## config.mk

```make
export PLATFORM = sky130hd
export DESIGN_NAME = id_decode_pipe
export DESIGN_NICKNAME = d
export VERILOG_FILES = /design/src/rtl/id_decode_pipe.sv
export SDC_FILE = /design/constraint.sdc
export NUM_CORES = 1
export LEC_CHECK = 0
export ABC_AREA = 0
export BUFFER_PORTS_ARGS = -buffer_cell sky130_fd_sc_hd__buf_4
export CORE_AREA = 2 2 163 165
export CTS_CLUSTER_DIAMETER = 30
export DETAILED_ROUTE_END_ITERATION = 16
export DIE_AREA = 0 0 165 167
export REMOVE_ABC_BUFFERS = 1
export SLEW_MARGIN = 0
export SYNTH_ARGS = -nofsm -noshare
export SYNTH_HDL_FRONTEND = slang
export SYNTH_SLANG_ARGS = --single-unit
```

## constraint.sdc

```tcl
create_clock -name clk -period 4.3 [get_ports clk]
set_input_delay 0.215 -clock clk [delete_from_list [all_inputs] [get_ports clk]]
set_output_delay 0.215 -clock clk [all_outputs]
set_load 0.05 [all_outputs]
```

## src/rtl/id_decode_pipe.sv

```systemverilog
`default_nettype none
// ============================================================================
// Module      : id_decode_pipe
// Description : Single-slot instruction-decode pipeline stage. Holds one
//               {pc, inst} entry, reads sources from the register file,
//               optionally forwards from younger producers, detects load-use
//               hazards and resolves beq/bne/jal/jr on the downstream fire.
//               Optional feature macro: ID_FWD_EN
//                 defined   -> operand forwarding, stall only on load-use
//                 undefined -> register-file operands only, full interlock
// Revision    : 1.0 - initial release
// ============================================================================
module id_decode_pipe #(
    parameter int XLEN  = 32,
    parameter int RF_AW = 5,
    parameter int FWD_N = 3
) (
    input  logic                   clk,
    input  logic                   rst,
    input  logic                   flush,
    input  logic                   in_valid,
    output logic                   in_ready,
    input  logic [XLEN-1:0]        in_pc,
    input  logic [31:0]            in_inst,
    output logic [RF_AW-1:0]       rf_raddr1,
    output logic [RF_AW-1:0]       rf_raddr2,
    input  logic [XLEN-1:0]        rf_rdata1,
    input  logic [XLEN-1:0]        rf_rdata2,
    input  logic [FWD_N-1:0]       fwd_we,
    input  logic [FWD_N-1:0]       fwd_is_load,
    input  logic [FWD_N*RF_AW-1:0] fwd_waddr,
    input  logic [FWD_N*XLEN-1:0]  fwd_wdata,
    output logic                   out_valid,
    input  logic                   out_ready,
    output logic [XLEN-1:0]        out_pc,
    output logic [31:0]            out_inst,
    output logic [XLEN-1:0]        out_src1,
    output logic [XLEN-1:0]        out_src2,
    output logic                   br_e,
    output logic [XLEN-1:0]        br_addr,
    output logic                   stallreq
);

    localparam logic [1:0] c_EMPTY = 2'd0;
    localparam logic [1:0] c_FULL  = 2'd1;
    localparam logic [1:0] c_HAZ   = 2'd2;

    localparam logic [5:0] c_OP_SPECIAL = 6'h00;
    localparam logic [5:0] c_OP_J       = 6'h02;
    localparam logic [5:0] c_OP_JAL     = 6'h03;
    localparam logic [5:0] c_OP_BEQ     = 6'h04;
    localparam logic [5:0] c_OP_BNE     = 6'h05;
    localparam logic [5:0] c_OP_LUI     = 6'h0F;
    localparam logic [5:0] c_OP_SB      = 6'h28;
    localparam logic [5:0] c_OP_SH      = 6'h29;
    localparam logic [5:0] c_OP_SW      = 6'h2B;
    localparam logic [5:0] c_FN_SLL     = 6'h00;
    localparam logic [5:0] c_FN_SRL     = 6'h02;
    localparam logic [5:0] c_FN_SRA     = 6'h03;
    localparam logic [5:0] c_FN_JR      = 6'h08;

    logic [1:0]      r_state;
    logic [XLEN-1:0] r_pc;
    logic [31:0]     r_inst;

    logic [1:0]      w_state;
    logic [5:0]      w_op;
    logic [5:0]      w_func;
    logic            w_rs_use;
    logic            w_rt_use;
    logic            w_hit1, w_hit2;
    logic            w_ld1, w_ld2;
    logic [XLEN-1:0] w_fd1, w_fd2;
    logic [XLEN-1:0] w_rf1, w_rf2;
    logic [XLEN-1:0] w_src1, w_src2;
    logic            w_haz;
    logic            w_up_fire;
    logic            w_dn_fire;
    logic            w_taken;
    logic [XLEN-1:0] w_pc4;
    logic [XLEN-1:0] w_imm_off;
    logic [XLEN-1:0] w_jtarget;

    assign w_op      = r_inst[31:26];
    assign w_func    = r_inst[5:0];
    assign rf_raddr1 = RF_AW'(r_inst[25:21]);
    assign rf_raddr2 = RF_AW'(r_inst[20:16]);

    // Source-usage flags so an operand the instruction ignores never stalls it
    always_comb begin
        w_rs_use = 1'b1;
        w_rt_use = 1'b0;
        case (w_op)
            c_OP_SPECIAL: begin
                if (w_func == c_FN_JR) begin
                    w_rs_use = 1'b1;
                    w_rt_use = 1'b0;
                end else if (w_func == c_FN_SLL || w_func == c_FN_SRL || w_func == c_FN_SRA) begin
                    w_rs_use = 1'b0;
                    w_rt_use = 1'b1;
                end else begin
                    w_rs_use = 1'b1;
                    w_rt_use = 1'b1;
                end
            end
            c_OP_J, c_OP_JAL, c_OP_LUI: begin
                w_rs_use = 1'b0;
                w_rt_use = 1'b0;
            end
            c_OP_BEQ, c_OP_BNE, c_OP_SB, c_OP_SH, c_OP_SW: begin
                w_rs_use = 1'b1;
                w_rt_use = 1'b1;
            end
            default: begin
                w_rs_use = 1'b1;
                w_rt_use = 1'b0;
            end
        endcase
    end

    // Producer match per source; scanning oldest-to-youngest lets the youngest hit win
    always_comb begin
        w_hit1 = 1'b0;
        w_hit2 = 1'b0;
        w_ld1  = 1'b0;
        w_ld2  = 1'b0;
        w_fd1  = '0;
        w_fd2  = '0;
        for (int i = FWD_N - 1; i >= 0; i--) begin
            if (fwd_we[i] && (fwd_waddr[i*RF_AW +: RF_AW] == rf_raddr1) && (rf_raddr1 != '0)) begin
                w_hit1 = 1'b1;
                w_ld1  = fwd_is_load[i];
                w_fd1  = fwd_wdata[i*XLEN +: XLEN];
            end
            if (fwd_we[i] && (fwd_waddr[i*RF_AW +: RF_AW] == rf_raddr2) && (rf_raddr2 != '0)) begin
                w_hit2 = 1'b1;
                w_ld2  = fwd_is_load[i];
                w_fd2  = fwd_wdata[i*XLEN +: XLEN];
            end
        end
    end

    // Register 0 is hard-wired to zero regardless of what the regfile returns
    assign w_rf1 = (rf_raddr1 == '0) ? '0 : rf_rdata1;
    assign w_rf2 = (rf_raddr2 == '0) ? '0 : rf_rdata2;

`ifdef ID_FWD_EN
    assign w_src1 = w_hit1 ? w_fd1 : w_rf1;
    assign w_src2 = w_hit2 ? w_fd2 : w_rf2;
    assign w_haz  = (w_rs_use & w_hit1 & w_ld1) | (w_rt_use & w_hit2 & w_ld2);
`else
    // Without forwarding any in-flight writer of a used source must drain first
    logic w_unused_fwd;
    assign w_unused_fwd = ^{w_ld1, w_ld2, w_fd1, w_fd2};
    assign w_src1 = w_rf1;
    assign w_src2 = w_rf2;
    assign w_haz  = (w_rs_use & w_hit1) | (w_rt_use & w_hit2);
`endif

    // Hazard is re-evaluated every cycle, so the visible state folds it in directly
    assign w_state   = (r_state == c_EMPTY) ? c_EMPTY : (w_haz ? c_HAZ : c_FULL);
    assign out_valid = (w_state == c_FULL);
    assign stallreq  = (w_state == c_HAZ);
    assign in_ready  = (w_state == c_EMPTY) | (out_valid & out_ready);
    assign w_dn_fire = out_valid & out_ready;
    assign w_up_fire = in_valid & in_ready;

    assign out_pc   = r_pc;
    assign out_inst = r_inst;
    assign out_src1 = w_src1;
    assign out_src2 = w_src2;

    assign w_pc4     = r_pc + XLEN'(4);
    assign w_imm_off = {{(XLEN-18){r_inst[15]}}, r_inst[15:0], 2'b00};
    assign w_jtarget = {w_pc4[XLEN-1:28], r_inst[25:0], 2'b00};

    // Branch/jump resolution; target defaults to the conditional-branch form
    always_comb begin
        w_taken = 1'b0;
        br_addr = w_pc4 + w_imm_off;
        case (w_op)
            c_OP_BEQ: w_taken = (w_src1 == w_src2);
            c_OP_BNE: w_taken = (w_src1 != w_src2);
            c_OP_JAL: begin
                w_taken = 1'b1;
                br_addr = w_jtarget;
            end
            c_OP_SPECIAL: begin
                if (w_func == c_FN_JR) begin
                    w_taken = 1'b1;
                    br_addr = w_src1;
                end
            end
            default: w_taken = 1'b0;
        endcase
    end

    // Redirect only when the branch actually leaves the stage; flush and reset cancel it
    assign br_e = w_dn_fire & w_taken & ~flush & rst;

    // Slot FSM: flush/redirect empty the slot and squash any same-cycle upstream fire
    always_ff @(posedge clk) begin
        if (!rst) begin
            r_state <= c_EMPTY;
            r_pc    <= '0;
            r_inst  <= '0;
        end else if (flush || br_e) begin
            r_state <= c_EMPTY;
        end else if (w_up_fire) begin
            r_state <= c_FULL;
            r_pc    <= in_pc;
            r_inst  <= in_inst;
        end else if (w_dn_fire) begin
            r_state <= c_EMPTY;
        end else begin
            r_state <= w_state;
        end
    end

endmodule
`default_nettype wire

```

# Yosys cells after proc, flatten, opt, wreduce, memory -nomap -nowiden

Cells that the tools add are included.

Word-level logic and storage cells: 88
Bits of input ports: 250
Register bits after elaboration: 66
Output and inout bits: 174

Bitwise operators: 12
$add $sub $neg: 2
Equal/unequal tests: 21
Reductions and logical operators: 28
Mux-type cells: 21

Operators by type and width:

| operator                                                               | count |
|---|---|
| 32-bit 2-to-1 mux                                                      | 3 |
| 32-bit one-hot mux with 2 select lines                                 | 1 |
| 32-bit by 3-bit adder with 32-bit output (second input constant)       | 1 |
| 32-bit adder                                                           | 1 |
| 32-bit equality test                                                   | 1 |
| 32-bit inequality test                                                 | 1 |
| 5-bit equality test                                                    | 6 |
| 6-bit by 2-bit equality test with 1-bit output (second input constant) | 4 |
| 6-bit equality test (second input constant)                            | 3 |
| 6-bit by 3-bit equality test with 1-bit output (second input constant) | 2 |
| 6-bit by 4-bit equality test with 1-bit output (second input constant) | 2 |
| 1-bit logical AND                                                      | 12 |
| 6-bit logical NOT                                                      | 2 |
| 1-bit 2-to-1 mux                                                       | 12 |
| 5-bit logical NOT                                                      | 2 |
| 5-bit nonzero test                                                     | 2 |
| 1-bit bitwise AND                                                      | 7 |
| 5-bit OR reduction                                                     | 1 |
| 2-bit logical NOT                                                      | 2 |
| 2-bit 2-to-1 mux                                                       | 2 |
| 1-bit one-hot mux with 2 select lines                                  | 2 |
| 1-bit one-hot mux with 4 select lines                                  | 1 |
| 4-bit OR reduction                                                     | 1 |
| 1-bit logical OR                                                       | 3 |
| 7 further kinds                                                        | 10 |

# Longest topological paths before layout

Gate-level depths: netlist of run 1.

Depth in word-level cells: 18
Gate-level depth with buffers: 15
Mapped depth without buffers: 15

# Worst setup path after synthesis of run 1

Ideal clock, no wire load.

Kind: register to output
Start point: register r_pc[4], in the netlist out_pc[4]
End point: output br_addr[30]
Arrival: 5.207 ns
Stages on the path, launching flop included: 14
Path slack: -1.122 ns
Path buffers: 0
Required time: 4.085 ns
Cell sequence: dfxtp_1 and4_1 nand4_1 or4_1 inv_1 nand2_1 xnor2_1 ha_1 and3_1 and4_1 a221o_1 a21oi_1 o21a_1 o311ai_0

Longest elaborated chain between the ends: 4

Ends and longest elaborated chain:

| element                                      | line | RTL |
|---|---|---|
| start, declared                              | 63   | `logic [XLEN-1:0] r_pc;` |
| start signal, assigned                       | 211  | `r_pc <= in_pc;` |
| 32-bit by 3-bit adder with 32-bit output (*) | 173  | `assign w_pc4 = r_pc + XLEN'(4);` |
| 32-bit adder                                 | 180  | `br_addr = w_pc4 + w_imm_off;` |
| 32-bit 2-to-1 mux                            | 189  | `if (w_func == c_FN_JR) begin` |
| 32-bit one-hot mux with 2 select lines (*)   | 181  | `case (w_op)` |
| end, declared                                | 40   | `output logic [XLEN-1:0] br_addr,` |

Mark *: on every way between the ends. The rest lies on a longest branch, timed or not.

# Worst setup path in the final report of run 1

Start point: register r_pc[6], in the netlist out_pc[6]
End point: output br_addr[31]

The elaborated chain is that of the path after synthesis.

==> flow_metrics.py, run 1 <==
metrics = {
    "power_and_ir_drop": {
        "p_comb_share_pct": 50.7,
        "max-vdd-ir-drop_mv": 0.144,
        "p_per_area_nw_per_um2": 279,
        "p_sw_share_pct": 45.1,
        "pwr-share-seq_pct": 23.0,
        "leakage_nw": 4.88,
        "intPower_mw": 1.63,
        "p_switching_mw": 1.34,
        "clkPwrFrac_pct": 26.4,
        "total_power_mw": 2.97,
    },
    "grt": {
        "grt_pass1_vias": 7863,
        "antenna_found_initial": 2,
        "grt_overflow_total": 0,
        "grt_max_degree": 69,
        "grt_pass1_wl_um": 45900,
        "track_usage_pct": 21.8,
    },
    "floorplan": {
        "die_h_um": 167,
        "die_w_um": 165,
        "die_area_um2": 27600,
        "start_util_pct": 27.7,
        "core-area_um2": 25800,
        "io_pins": 424,
        "std_cell_rows": 59,
    },
    "synth": {
        "synthTopCellsByArea": "dfxtp_1 19%, nand2_1 9.4%, mux2i_1 9.1%, xor2_1 6.9%, and2_1 5.9%",
        "synth_edf_count": 0,
        "synthAdderAreaFrac_pct": 5.73,
        "syn_inst": 947,
        "synth_area_leader_cell": "dfxtp_1",
        "synth_area_per_cell_um2": 7.52,
        "synth_top_area_share_pct": 18.5,
        "ys.warnings.count": 0,
        "synth-seq-area-share_pct": 18.5,
        "synth_compound_area_share_pct": 20.6,
        "synth_top_family_by_area": "simple AND/OR/NAND/NOR gates",
        "synthMuxAreaShare_pct": 9.13,
        "yosys.area_share.simple_pct": 27.1,
        "ys_types": 63,
        "ys_ff_latch": 66,
        "synth_flop_cell": "dfxtp_1",
        "ys_async_sr_fraction_pct": 0,
        "synthXorXnorAreaFrac_pct": 11.3,
        "synth_area_um2": 7120,
    },
    "setup_path": {
        "critPathCaptureType": "output port",
        "path_cells": "and4_4 -> nand4_1 -> or4_4 -> nor2_4 -> xor2_1 -> ha_1 -> buf_4 -> a21oi_4 -> o21ai_2 -> a32o_2 -> a311o_1 -> o311ai_4 -> mux2i_1 -> a221o_1 -> buf_6",
        "arrival_ps": 4090,
        "worstPathMaxFanout": 5,
        "max_stage_delay_ps": 660,
        "path_delay_family": "simple AND/OR/NAND/NOR gates",
        "path_class": "flip-flop to output port",
        "worst-path-buf-inv": 2,
        "slowest_stage": "or4_4",
        "startpoint_type": "flip-flop",
        "worst_ep_required_time_ps": 4090,
    },
    "route": {
        "drt-pass1-iter-count": 4,
        "wirelength_um": 31300,
        "drt-initial-drc-count": 423,
        "routed-via-count": 8312,
        "drc": 0,
        "final_antenna_net_count": 0,
        "vias_per_cell": 5.12,
        "wl_per_cell_um": 19.3,
    },
    "placed_design": {
        "portBuffers": 324,
        "dp_hpwl_um": 24300,
        "placed_area_um2": 9970,
        "routabilityCongestion": 0.889,
    },
    "clock_network": {
        "cts_buffers": 9,
        "tritoncts": "yes",
        "clockBufferDepth": 2,
        "cts_root_buffer": "clkbuf_16",
        "clk_latency_ps": 350,
        "clk_pin_slew_ps": 70,
        "h-tree-depth": 3,
        "clock_sinks": 66,
    },
    "cells_and_area": {
        "design_area_um2": 10700,
        "final-seq-area_um2": 1330,
        "mostFrequentLayoutCell": "buf_4",
        "nFillCells": 2674,
        "multi_input_area_um2": 5550,
        "synthToLayoutAreaGrowth_pct": 49.8,
        "final_cell_mix": "381 x buf_4, 177 x nand2_1, 67 x and2_1, 65 x mux2i_1, 60 x dfxtp_1",
        "layout.nets": 1562,
        "final_layout_size_suffix_gt1_share_pct": 36.4,
    },
    "timing": {
        "final_hold_viol_count": 0,
        "fin_skew_ps": 9.90,
        "min_period_over_period_pct": 100,
        "fmax_ghz": 0.232,
        "whs_ps": 115,
        "min_period_ps": 4300,
        "fin_ws_ps": -4.92,
        "rsz0062_at_grt": "true",
        "finalSetupViolations": 1,
        "slew_headroom_pct": 50.9,
        "drv_slew": 0,
        "tightest_slew_ps": 726,
    },
    "worst_hold_path": {
        "hold_path.class": "input port to flip-flop",
    },
    "run": {
        "max_cap_violations": 0,
    },
    "run_status": {
        "status": "complete, but fails checks",
        "violations": "setup timing",
    },
}
[power groups by stage]
stage          sequential (mW)  combinational, mW  clock [mW]
5_1_grt                  0.689               1.59       0.832
2_1_floorplan            0.824              0.765           0
4_1_cts                  0.681               1.48       0.805
6_report                 0.684               1.51       0.784
3_3_place_gp             0.694               1.46           0
3_5_place_dp             0.695               1.47           0
[area by class of cell]
type                       instances  share of cell area (%)
inverter                          23                   0.833
clock buffer                      10                    2.24
timing repair buffer             389                    27.8
antenna                            3                  0.0704
clock inverter                     6                   0.621
sequential                        66                    12.5
tap                              335                    3.93
multi-input combinational        791                    52.0
[Yosys cell counts, types with 11 or more instances]
cell type	number
a32oi_1	16
xor2_1	56
and2_1	67
nand3_1	20
ha_1	31
nor3_1	14
mux2i_1	65
nor4_1	11
clkbuf_1	25
dfxtp_1	66
nand2_1	178
nor2_1	29
xnor2_1	36
nand3b_1	18
o22ai_1	46
buf_2	18
o21ai_0	34
inv_1	23
a21oi_1	26
a22oi_1	24
[layer usage]
metal	vias up	track usage, %	wire [um]
li1	4080	-	-
met1	3898	27.3	13500
met2	294	37.0	14800
met3	40	4.98	2300
met4	0	6.47	758
met5	-	0	0
[path summary, 6_finish.rpt]
check / from / end / slack, ps / cells after the start
min reg2reg: out_pc[14] / out_pc[14] / 470 / 2
max: out_pc[6] / br_addr[31] / -5 / 15
min: in_inst[4] / out_inst[4] / 120 / 3
max reg2reg: out_inst[25] / out_pc[4] / 470 / 10
[cell families (layout without fill, tap and decap cells)]
family	after synthesis	in the layout
and+or+nand+nor	388	388
AOI/OAI and AO/OA	214	214
xor gates and xnor gates	92	92
buffers and inverters	90	428
DFF	66	66
muxes	65	65
adders and majority gates	32	32
other	0	3
[repair_timing]
item,CTS,global route
setup buffers,1,10
endpoints found under the setup margin,7,14
gates resized for setup,19,55
hold buffers,0,0
pin swaps,5,22
[stage by stage]
step           worst slack (ps)  instances  utilization [%]  setup TNS, ps
6_report                  -4.92       1623             41.4          -4.92
5_1_grt                    -224       1620             41.4           -576
4_1_cts                   -65.5       1610             40.2          -65.5
3_5_place_dp               -105       1593             38.7           -105
3_3_place_gp              -79.2       1593             38.7          -79.2
2_1_floorplan             -2920        880                -        -191520
[worst reg2reg max path: cells and delay by family (launching register included)]
family / cells / cell delay (ps)
AOI/OAI and AO/OA: 2 / 600
xor gates and xnor gates: 1 / 210
buffers and inverters: 2 / 690
DFF: 1 / 580
muxes: 1 / 310
and+or+nand+nor: 4 / 1370
[sequential cells by signal, indices dropped and copies added (netlist names)]
signal / cells
r_state: 2
out_inst: 32
out_pc: 32
(Power assumes the default switching activity.)
==> inputs of run 2 (changes only) <==
RECOVER_POWER = 100   (was not set)
==> run 2 against run 1 <==
Compared with the run above:
- the flow still finishes with violations (setup timing)
- cell count stayed put
- register-to-register slack worse by 20 ps
- design area is 0.63% lower
- combinational power hardly changed
- highest routed layer unchanged
- critical endpoint unchanged
- largest cell class unchanged
- clock skew is 0.55 ps higher
- critical path type unchanged
==> flow_metrics.py, run 2 (synthesis results as in run 1) <==
metrics = {
    "setup_path": {
        "max_stage_delay_ps": 660,
        "critPathCaptureType": "output port",
        "startpoint_type": "flip-flop",
        "r2r_start": "out_inst[25]",
        "path_cells": "and4_4 -> nand4_1 -> or4_4 -> nor2_4 -> xor2_1 -> ha_1 -> buf_4 -> a21oi_4 -> o21ai_2 -> a32o_2 -> a311o_1 -> o311ai_4 -> mux2i_1 -> a221o_1 -> buf_6",
        "critical_path.startpoint": "out_pc[6]",
        "arrival_ps": 4100,
        "rrSetupSlack_ps": 450,
        "worst_ep_required_time_ps": 4090,
        "path_class": "flip-flop to output port",
        "worstPathMaxFanout": 5,
        "slowest_stage": "or4_4",
    },
    "route": {
        "vias_per_cell": 5.11,
        "drt-pass1-iter-count": 5,
        "drc": 0,
        "wl_per_cell_um": 19.3,
        "wirelength_um": 31300,
        "final_antenna_net_count": 0,
        "drt-initial-drc-count": 419,
        "routed-via-count": 8299,
    },
    "grt": {
        "grt_pass1_wl_um": 45900,
        "track_usage_pct": 21.8,
        "grt_overflow_total": 0,
        "antenna_found_initial": 2,
        "grt_max_degree": 69,
        "grt_pass1_vias": 7863,
    },
    "timing": {
        "min_period_over_period_pct": 100,
        "finalSetupViolations": 1,
        "fin_ws_ps": -19.4,
        "slew_headroom_pct": 53.6,
        "tightest_slew_ps": 686,
        "drv_slew": 0,
        "fmax_ghz": 0.232,
        "fin_skew_ps": 10.5,
        "rsz0062_at_grt": "true",
        "final_hold_viol_count": 0,
        "min_period_ps": 4320,
    },
    "cells_and_area": {
        "layout.nets": 1562,
        "fin_util_pct": 41.2,
        "fin_cells": 1623,
        "nFillCells": 2693,
        "mostFrequentLayoutCell": "buf_4",
        "synthToLayoutAreaGrowth_pct": 48.8,
        "final_cell_mix": "363 x buf_4, 177 x nand2_1, 67 x and2_1, 65 x mux2i_1, 60 x dfxtp_1",
        "design_area_um2": 10600,
        "final_layout_size_suffix_gt1_share_pct": 35.0,
    },
    "power_and_ir_drop": {
        "p_per_area_nw_per_um2": 280,
        "leakage_nw": 4.80,
        "max-vdd-ir-drop_mv": 0.143,
    },
    "worst_hold_path": {
        "hold_path.class": "input port to flip-flop",
        "hp-start": "in_inst[4]",
    },
    "placed_design": {
        "dp_hpwl_um": 24300,
        "routabilityCongestion": 0.889,
        "placed_area_um2": 9970,
        "dpl_worst_slack_ps": -105,
        "dp.cells": 1593,
        "portBuffers": 324,
    },
    "run_status": {
        "status": "complete, but fails checks",
        "violations": "setup timing",
    },
    "run": {
        "max_cap_violations": 0,
    },
    "floorplan": {
        "io_pins": 424,
        "core-area_um2": 25800,
        "start_util_pct": 27.7,
        "die_h_um": 167,
        "die_area_um2": 27600,
        "die_w_um": 165,
        "std_cell_rows": 59,
    },
    "clock_network": {
        "cts_buffers": 9,
        "clockBufferDepth": 2,
        "tritoncts": "yes",
        "clock_sinks": 66,
        "clk_pin_slew_ps": 70,
        "cts_root_buffer": "clkbuf_16",
        "clk_latency_ps": 350,
        "h-tree-depth": 3,
    },
}
==> run 2: cell count changes in the layout (fill, tap and decap cells not counted), sizes merged <==
cell    previous run  this run
buf              389       371
clkbuf            10        28
==> run 2: repair_timing <==
| action | in CTS | in global routing |
|---|---|---|
| endpoints found under the setup margin | 7 | 14 |
| resized for setup | 19 | 55 |
| hold buffers | 0 | 0 |
| pin swaps | 5 | 22 |
| buffers inserted | 1 | 10 |
==> run 2: report_power, final <==
part	internal, mW	leakage [nW]	switching, mW
combinational	0.517	4.12	0.982
clock	0.465	0.141	0.318
sequential	0.644	0.542	0.0397
==> run 2: routing by layer <==
layer	share of wire [%]	routed length (um)	vias up	global-route usage (%)
li1	-	-	4077	-
met3	7.1	2210	42	4.98
met1	43	13500	3875	27.3
met4	2.5	786	0	6.47
met2	47	14800	305	37.0
met5	0	0	-	0
==> run 2: through the flow <==
stage	power (mW)	hold WS (ps)	setup TNS (ps)
floorplan	1.59	357	-191520
global placement	2.15	461	-79.2
detailed placement	2.17	466	-105
CTS	2.97	105	-65.5
global route	3.10	110	-576
finish	2.97	114	-19.4
==> run 2: path summary, 6_finish.rpt <==
kind	to	cells after the start
worst max-delay path	br_addr[31]	15
worst min-delay path	out_inst[4]	3
worst max register to register	out_pc[4]	10
worst min register to register	out_pc[14]	2
==> run 2: area by class of cell <==
| class | count | area (um2) | share of cell area, % |
|---|---|---|---|
| Timing Repair Buffer | 389 | 2900 | 27.4 |
| Clock buffer | 10 | 239 | 2.25 |
| Sequential cell | 66 | 1330 | 12.5 |
| Clock inverter | 6 | 66.3 | 0.625 |
| Inverter | 23 | 88.8 | 0.838 |
| Multi-Input combinational cell | 791 | 5550 | 52.3 |
| Tap cell | 335 | 419 | 3.95 |
| Antenna cell | 3 | 7.51 | 0.0708 |
==> run 2: critical path, delay by kind of cell (launching register included) <==
kind | cells | cell delay, ps
AOI/OAI and AO/OA | 6 | 1210
xor gates and xnor gates | 1 | 200
adders and majority gates | 1 | 300
buffers and inverters | 2 | 320
DFF | 1 | 340
muxes | 1 | 120
and+or+nand+nor | 4 | 1270
==> inputs of run 3 (changes only) <==
GPL_TIMING_DRIVEN = 0   (was not set)
==> run 3 against run 2 <==
Compared with the run above:
- non-clock buffer count decreased by 37
- critical path depth increased by 1
- via count shrank 0.72%
- global-route usage shrank 0.25 points
- fmax down 1.8%
- first-iteration DRC count rose by 29%
- register-to-register slack gained 30 ps
- the run still ends with setup timing left
- sequential share of layout area is 0.67 points higher
- critical path type unchanged
- routed wire length down 1.2%
- worst hold slack got worse by 2.4 ps
- critical endpoint unchanged
==> flow_metrics.py, run 3 (synthesis results as in run 1) <==
metrics = {
    "setup_path": {
        "worstPathMaxFanout": 4,
        "r2r_cells": 12,
        "r2r_end": "out_pc[21]",
        "arrival_ps": 4180,
        "path_class": "flip-flop to output port",
        "critPathCaptureType": "output port",
        "critical_path.startpoint": "out_pc[12]",
        "r2r_start": "out_inst[24]",
        "startpoint_type": "flip-flop",
        "rrSetupSlack_ps": 480,
        "worst_ep_required_time_ps": 4090,
    },
    "timing": {
        "rsz0062_at_grt": "true",
        "finalSetupViolations": 2,
        "tightest_slew_ps": 1330,
        "drv_slew": 0,
        "fin_ws_ps": -97.4,
        "fin_skew_ps": 7.64,
        "min_period_ps": 4400,
        "min_period_over_period_pct": 102,
        "final_hold_viol_count": 0,
        "fmax_ghz": 0.227,
        "slew_headroom_pct": 11.4,
    },
    "clock_network": {
        "clock_sinks": 66,
        "clk_latency_ps": 350,
        "clk_pin_slew_ps": 60,
        "clockBufferDepth": 2,
        "tritoncts": "yes",
        "cts_buffers": 9,
        "ctsHoldBuffers": 0,
        "h-tree-depth": 3,
        "cts_root_buffer": "clkbuf_16",
    },
    "worst_hold_path": {
        "hold_path.class": "input port to flip-flop",
        "hp-start": "in_pc[10]",
        "whs_path_depth": 3,
        "min_to": "out_pc[10]",
    },
    "floorplan": {
        "core-area_um2": 25800,
        "start_util_pct": 27.7,
        "die_w_um": 165,
        "io_pins": 424,
        "die_h_um": 167,
        "die_area_um2": 27600,
        "std_cell_rows": 59,
    },
    "cells_and_area": {
        "layout.nets": 1526,
        "final_layout_size_suffix_gt1_share_pct": 30.9,
        "synthToLayoutAreaGrowth_pct": 43.5,
        "mostFrequentLayoutCell": "buf_4",
        "fin_cells": 1585,
        "final_cell_mix": "295 x buf_4, 177 x nand2_1, 66 x and2_1, 65 x mux2i_1, 56 x xor2_1",
    },
    "power_and_ir_drop": {
        "max-vdd-ir-drop_mv": 0.130,
        "leakage_nw": 4.52,
        "p_per_area_nw_per_um2": 287,
    },
    "route": {
        "drc": 0,
        "drt-pass1-iter-count": 5,
        "drt-initial-drc-count": 541,
        "wl_per_cell_um": 19.5,
        "wirelength_um": 31000,
        "vias_per_cell": 5.20,
        "routed-via-count": 8239,
        "final_antenna_net_count": 0,
    },
    "grt": {
        "grt_pass1_wl_um": 45300,
        "grt_pass1_vias": 7651,
        "grt_overflow_total": 0,
        "antenna_found_initial": 3,
        "grt_max_degree": 130,
        "track_usage_pct": 21.5,
    },
    "run_status": {
        "violations": "setup timing",
        "status": "complete, but fails checks",
    },
    "placed_design": {
        "routabilityCongestion": 0.854,
        "dpl_worst_slack_ps": -1000,
        "dp.cells": 1547,
        "portBuffers": 324,
        "dp_hpwl_um": 23400,
    },
    "run": {
        "max_cap_violations": 0,
    },
}
-- run 3: cell count changes in the layout (fill, tap and decap cells not counted), sizes merged --
| cell | before | now |
|---|---|---|
| buf | 371 | 309 |
| clkbuf | 28 | 57 |
| clkinv | 2 | 1 |
| clkinvlp | 3 | 0 |
| diode | 3 | 1 |
| or2 | 3 | 4 |
-- run 3: what timing repair did --
| item | CTS | global route |
|---|---|---|
| pin swaps | 13 | 12 |
| endpoints found under the setup margin | 54 | 39 |
| buffers inserted | 15 | 5 |
| cloned | 0 | 1 |
| gates resized for setup | 47 | 30 |
-- run 3: power breakdown --
group | total (mW) | internal (mW) | switching [mW]
clock | 0.786 | 0.481 | 0.305
sequential | 0.705 | 0.643 | 0.0626
combinational | 1.44 | 0.491 | 0.950
total | 2.93 | 1.61 | 1.32
-- run 3: per-layer routing --
metal  up-vias  GRT usage (%)  wire (um)
li1       3995              -          -
met1      3875           26.6      13000
met2       328           36.7      14800
met3        39           5.35       2540
met4         2           6.28        629
met5         -              0         11
-- run 3: layout make-up --
cell class                      instances  area (um2)
Clock inverter                          2        35.0
Clock buffer                           14         264
Multi-Input combinational cell        792        5490
Fill cell                            2694       15500
Tap cell                              335         419
Inverter                               23        86.3
Timing Repair Buffer                  352        2580
Antenna cell                            1        2.50
Sequential cell                        66        1350
-- run 3: worst max-delay path, cell delays in order, from the launching register on --
cell and delay [ps]:
dfxtp_4 360, nand3_4 80, or3_4 400, or4_4 570, inv_2 90, nand2_1 60
xnor2_1 130, ha_1 340, a21o_1 200, a21oi_2 170, o21ai_1 100, a32o_2 290
a311o_1 310, o311ai_4 110, mux2i_1 120, a221o_1 320, buf_6 160
-- run 3: worst max path at each step --
stage / to / slack, ps / cells past startpoint
finish: br_addr[31] / -100 / 16
floorplan: out_inst[0] / -2920 / 8
CTS: br_addr[31] / -140 / 15
detailed placement: br_addr[31] / -1000 / 14
global placement: out_pc[20] / -5660 / 7
global route: br_addr[31] / -260 / 16
-- run 3: through the flow --
step	setup TNS (ps)	power [mW]	hold WS [ps]	cell area, um2	util [%]
2_1_floorplan	-191520	1.59	357	6670	-
3_3_place_gp	-398280	2.13	461	9520	37.0
3_5_place_dp	-12240	2.14	472	9670	37.5
4_1_cts	-142	2.96	100	10200	39.7
5_1_grt	-588	3.07	108	10200	39.7
6_report	-123	2.93	112	10200	39.7
